**config.mk**
```make
export PLATFORM = sky130hd
export DESIGN_NAME = phys_reg_free_list
export DESIGN_NICKNAME = d
export VERILOG_FILES = /design/src/rtl/phys_reg_free_list.sv
export SDC_FILE = /design/constraint.sdc
export NUM_CORES = 2
export LEC_CHECK = 0
export ABC_AREA = 1
export CAP_MARGIN = 20
export CORE_MARGIN = 2
export CORE_UTILIZATION = 30
export CTS_CLUSTER_DIAMETER = 200
export CTS_CLUSTER_SIZE = 25
export DETAILED_ROUTE_END_ITERATION = 10
export PLACE_DENSITY = 0.48
export SKIP_LAST_GASP = 1
export SLEW_MARGIN = 20
export SYNTH_ARGS = -nofsm -noshare
export SYNTH_HDL_FRONTEND = slang
export SYNTH_SLANG_ARGS = --single-unit
```
**constraint.sdc**
```tcl
create_clock -name clk_i -period 56.7 [get_ports clk_i]
set_input_delay 11.34 -clock clk_i [delete_from_list [all_inputs] [get_ports clk_i]]
set_output_delay 11.34 -clock clk_i [all_outputs]
set_load 0.02 [all_outputs]
```
**src/rtl/phys_reg_free_list.sv**
```systemverilog
// Circular free list of physical register tags, with a speculative allocation head and a committed head.
// Optional consistency checking of the commit stream is enabled by defining PJ_FREELIST_CHECK_EN.
module phys_reg_free_list #(
  parameter int NUM_PHYS_REG = 128,
  parameter int NUM_ARCH_REG = 16,
  localparam int TW    = $clog2(NUM_PHYS_REG),
  localparam int DEPTH = NUM_PHYS_REG - NUM_ARCH_REG
) (
  input  logic          clk_i,
  input  logic          reset_i,
  input  logic          alloc_req_i,
  output logic          alloc_ready_o,
  output logic [TW-1:0] alloc_reg_o,
  input  logic          rob_phys_valid_i,
  input  logic [TW-1:0] rob_phys_reg_cl_i,
  input  logic [TW-1:0] rob_phys_reg_set_i,
  input  logic          rob_phys_mispredict_i,
  output logic [TW:0]   free_count_o,
  output logic          err_o
);

  logic [DEPTH-1:0][TW-1:0] slot_q;
  logic [TW-1:0]            spec_head_q, spec_head_d;
  logic [TW-1:0]            commit_head_q, commit_head_d;
  logic [TW:0]              inflight_q, inflight_d;
  logic                     alloc_fire, commit_ok;

  function automatic logic [TW-1:0] ptr_inc(input logic [TW-1:0] p);
    return (p == TW'(DEPTH - 1)) ? '0 : p + TW'(1);
  endfunction

  assign alloc_ready_o = (inflight_q != (TW+1)'(DEPTH)) && !rob_phys_mispredict_i;
  assign alloc_reg_o   = slot_q[spec_head_q];
  assign free_count_o  = (TW+1)'(DEPTH) - inflight_q;

  assign alloc_fire = alloc_req_i && alloc_ready_o;
  // A commit with nothing in flight is a protocol violation and leaves state untouched.
  assign commit_ok  = rob_phys_valid_i && (inflight_q != '0);

  always_comb begin
    commit_head_d = commit_ok ? ptr_inc(commit_head_q) : commit_head_q;
    spec_head_d   = spec_head_q;
    inflight_d    = inflight_q + (TW+1)'(alloc_fire) - (TW+1)'(commit_ok);
    if (rob_phys_mispredict_i) begin
      // Rollback lands on the post-commit head so a same-cycle commit is kept.
      spec_head_d = commit_head_d;
      inflight_d  = '0;
    end else if (alloc_fire) begin
      spec_head_d = ptr_inc(spec_head_q);
    end
  end

  always_ff @(posedge clk_i or posedge reset_i) begin
    if (reset_i) begin
      for (int i = 0; i < DEPTH; i++) slot_q[i] <= TW'(NUM_ARCH_REG + i);
      spec_head_q   <= '0;
      commit_head_q <= '0;
      inflight_q    <= '0;
    end else begin
      if (commit_ok) slot_q[commit_head_q] <= rob_phys_reg_cl_i;
      spec_head_q   <= spec_head_d;
      commit_head_q <= commit_head_d;
      inflight_q    <= inflight_d;
    end
  end

`ifdef PJ_FREELIST_CHECK_EN
  logic err_q, err_d;

  always_comb begin
    err_d = err_q;
    if (rob_phys_valid_i &&
        ((inflight_q == '0) || (rob_phys_reg_set_i != slot_q[commit_head_q])))
      err_d = 1'b1;
  end

  always_ff @(posedge clk_i or posedge reset_i) begin
    if (reset_i) err_q <= 1'b0;
    else         err_q <= err_d;
  end

  assign err_o = err_q;
`else
  logic unused_set;
  assign unused_set = ^rob_phys_reg_set_i;
  assign err_o      = 1'b0;
`endif

endmodule

```
=== Word-level counts from Yosys, hierarchy flattened ===
Index checks and enable logic that the tools add are counted.

* Register bits: 806
* Input port bits: 19
* Output and inout bits: 17
* Word-level logic and storage cells: 144

* Add/sub/neg operators: 5
* $lt $le $gt $ge: 3
* Equal/unequal tests: 3
* Muxes and demuxes: 11
* Reduce and logical (&&, ||, !) cells: 7

{| class="wikitable"
|+ Operators by type and width
! kind !! count
|-
| $bwmux 784 || 1
|-
| $bmux 7 s7 || 1
|-
| $demux 7 s7 || 1
|-
| $mux 7 || 7
|-
| $lt 7x8->1 const B || 2
|-
| $add 7x1->7 const B || 2
|-
| $eq 7x7->1 const B || 2
|-
| $add 8x1->8 || 1
|-
| $mux 8 || 1
|-
| $ne 8x7->1 const B || 1
|-
| $reduce_bool 8->1 || 1
|-
| $sub 7x8->8 const A || 1
|-
| $sub 8x1->8 || 1
|-
| $ge 7x1->1 const B || 1
|-
| $logic_and 1x1->1 || 4
|-
| $reduce_bool 2->1 || 1
|-
| $logic_not 1->1 || 1
|}

=== Depth between registers and ports, before layout ===
* Depth in word-level cells: 6
* Depth in mapped cells: 19
* Depth with buffers taken out: 19

=== Least setup slack after synthesis ===
Ideal clock, no wire load.

* Path type: input -> output
* Start: input rob_phys_mispredict_i
* End: output alloc_ready_o
* Data arrival time: 11815 ps
* Required time: 45360 ps
* Slack: 33545 ps
* Stages: 1
* Path buffers: 0
* Cell sequence: a31oi_1

* Longest elaborated chain between the ends: 2

{| class="wikitable"
|+ Ends and longest elaborated chain
! element !! RTL line !! source
|-
| start, declared || 17 || <nowiki>input logic rob_phys_mispredict_i,</nowiki>
|-
| $logic_not 1->1 || 32 || <nowiki>assign alloc_ready_o = (inflight_q != (TW+1)'(DEPTH)) && !rob_phys_mispredict_i;</nowiki>
|-
| $logic_and 1x1->1 || 32 ||
|-
| end, declared || 12 || <nowiki>output logic alloc_ready_o,</nowiki>
|}

No other way between the ends.

=== Final worst setup path ===
Same ends and word-level chain as after synthesis.

==> metrics <==
Initial Utilization=between 30% and 40%; top sig layer=met4; Async SR Flop Fraction=100%; Top-Level Pins=36; CP required=45.36 ns; Commonest cells post-synth=nand2_1, o21ai_0, nand3_1; Final min period=between 20 and 25 ns; first-pass GRT wire length=approximately 180 mm; met3 wire length=~4.4 mm; critical path's largest stage delay=between 0.6 and 0.7 ns; Reg2Reg Depth=18; PortBufs=27; crit path launch type=input pin; gr usage total=17.7%; clk sinks=approximately 810; Routed Antenna Nets=0; Cell Area, Synth=38500 um^2; Routed wire per std cell=18.4 um; CP Max Fanout=13; PostCTS Resize Cnt=0; remaining design rule violation count=0; Critical Path Sink Type=output port; core area=between 100000 and 150000 um^2; synth unique cells=31; Syn Nets=4962; reg-to-reg critical path startpoint=inflight_q[1]$_DFF_PP0_; CTS Buf Count=38; FF-to-FF setup slack=between 50 and 60 ns; Die W=around 360 um; HP Start=slot_q[687]$_DFFE_PP1P_; fmax=41.1 MHz; headroom to the max-slew limit=between 20% and 30%; post-synthesis area per instance=7.83 um^2; Max VDD drop=between 20 and 30 uV; Synth top area share=between 20% and 30%; leading area contributor after synthesis=dfstp_2; Rows=between 100 and 150; reg2reg end=inflight_q[6]$_DFF_PP0_; count leader, synth=nand2_1; Skew-Pair Late Insertion Delay=0.62 ns; final core occ=between 30% and 40%; Critical Path Most Common Cell=clkdlybuf4s50_1; Worst-Margin Slew=between 1 and 1.5 ns; GR Overflow Total=0; Max Clock Skew=~0.029 ns; vias=slightly above 30000; Critical Path AT=12.97 ns; Clock transition at path regs=roughly 0.10 ns; min-delay worst type=reg2reg; Primary FF master, synth=dfstp_2; Filler Cells Inserted=approximately 14000; WHS Endpoint=slot_q[687]$_DFFE_PP1P_; hold depth=2; # setup viols final=0; leakage=16.9 nW; setup TNS=0 ns; Routability Congestion=0.790; hold bufs inserted after CTS=0; crit-path cells=clkdlybuf4s50_1, buf_4, a31oi_1, clkdlybuf4s50_1; initial antenna violation count=0; Synth Warn #=0; CTS tree=yes; vias in the first global route=a little under 30000; # H-tree levels=2; die area=131000 um^2; largest net degree at the start of global routing=between 150 and 200; Post-CTS Setup Bufs=0; instance count of the mapped netlist=4921; Tcrit/Tclk final=around 43%; status=finished, final reports clean; Root Buffer Master=clkbuf_16; Max Cap Viol=0; drt total wl=117 mm; final net count=4697; critical path class=in2out; number of synthesized flops with an enable pin=0; final hold viol count=0; Met1 Routed Length=around 57 mm; Slew Viols, Final=0; vias per cell=a little under 5; Die Span Y=approximately 360 um; clk buf depth=3; ranking of synthesized cells by area=dfstp_2, dfrtp_1, nand2_1; register area share after synthesis=53.7%; PwrDens=roughly 47 nW/um^2; RSZ-0062 raised after global routing=no; First-pass DRT Iterations=5; met2 WL=roughly 53 mm; Synth Register Bits=just over 800; Detail Placement HPWL=around 66 mm; Critical-path top delay cell=clkdlybuf4s50_1; share of layout cells above drive strength 1=between 10% and 20%; Area Overhead vs Synth=6.25%; 1st-iter DRT viols=approximately 3000
[power by group]
part           leakage (nW)  switching, mW  internal, mW  total [mW]
combinational          6.70          0.506         0.219       0.726
sequential             9.61         0.0882         0.755       0.843
clock                 0.548          0.199         0.138       0.338
total                  16.9          0.794          1.11        1.91
[worst max-delay path by stage]
stage,to,slack (ns),startpoint,cells after the start
after floorplan,commit_head_q[0]$_DFF_PP0_,23.41,reset_i,1
after global placement,alloc_ready_o,32.36,rob_phys_mispredict_i,4
after detailed placement,alloc_ready_o,32.36,rob_phys_mispredict_i,4
after CTS,alloc_ready_o,32.36,rob_phys_mispredict_i,4
after global routing,alloc_ready_o,32.32,rob_phys_mispredict_i,4
final,alloc_ready_o,32.39,rob_phys_mispredict_i,4
[state kept, by name (all words and copies together), names as in the netlist]
name and count:
commit_head_q 7, inflight_q 8, slot_q 784, spec_head_q 7
[routing by layer]
metal | vias up | global-route usage (%)
met3 | 109 | 1.93
li1 | 15300 | -
met5 | - | 0
met2 | 517 | 28.2
met4 | 0 | 3.82
met1 | 15000 | 25.7
[worst max-delay path, delay by kind of cell]
family	cells	cell delay, ns
buffers and inverters	3	1.28
AOI/OAI and AO/OA	1	0.35
[final cells by class]
| cell class | count | area [um^2] | area share, % |
|---|---|---|---|
| Clock inverter | 1 | 20.0 | 0.0489 |
| Sequential cell | 806 | 20700 | 50.6 |
| Antenna cell | 1 | 2.50 | 0.00611 |
| Timing Repair Buffer | 73 | 641 | 1.57 |
| Multi-Input combinational cell | 3530 | 15500 | 38.0 |
| Clock buffer | 69 | 1130 | 2.76 |
| Inverter | 207 | 817 | 2.00 |
| Tap cell | 1662 | 2080 | 5.08 |
[cells in the final DEF (no fill, tap or decap), types with 2 or more instances in the layout]
cell	n
inv_8	2
o211ai_1	25
a31oi_1	3
dfstp_2	416
dfrtp_1	386
nor4_4	2
nand2_1	1894
inv_2	7
clkdlybuf4s50_1	27
a21oi_1	16
clkbuf_1	28
inv_1	189
inv_4	8
nor3_4	5
nand3_1	580
o21ai_0	836
nor2_1	115
buf_12	2
clkbuf_16	41
dfrtp_4	3
nand4_1	6
o21ai_1	11
ha_1	21
buf_4	43
xor2_1	8
[through the flow]
stage | hold WS (ns) | setup slack (ns) | power (mW) | area [um^2] | instances
6_report | 0.475 | 32.39 | 1.91 | 40900 | 6349
5_1_grt | 0.497 | 32.32 | 2.05 | 40900 | 6348
4_1_cts | 0.479 | 32.36 | 1.93 | 40900 | 6347
3_5_place_dp | 0.463 | 32.36 | 1.58 | 39800 | 6277
3_3_place_gp | 0.460 | 32.36 | 1.58 | 39800 | 6277
2_1_floorplan | 0.448 | 23.41 | 1.32 | 38500 | 4921
[cell families (layout without fill, tap and decap cells)]
group                      count (synthesis)  after routing  share of synthesized area [%]
AOI/OAI and AO/OA                        894            894                           11.8
adders and majority gates                 22             22                          0.734
buffers and inverters                    585            350                           6.03
and+or+nand+nor                         2604           2604                           27.5
xor gates and xnor gates                   9              9                          0.205
other                                      1              2                        0.00974
DFF                                      806            806                           53.7
(Power assumes the default switching activity.)
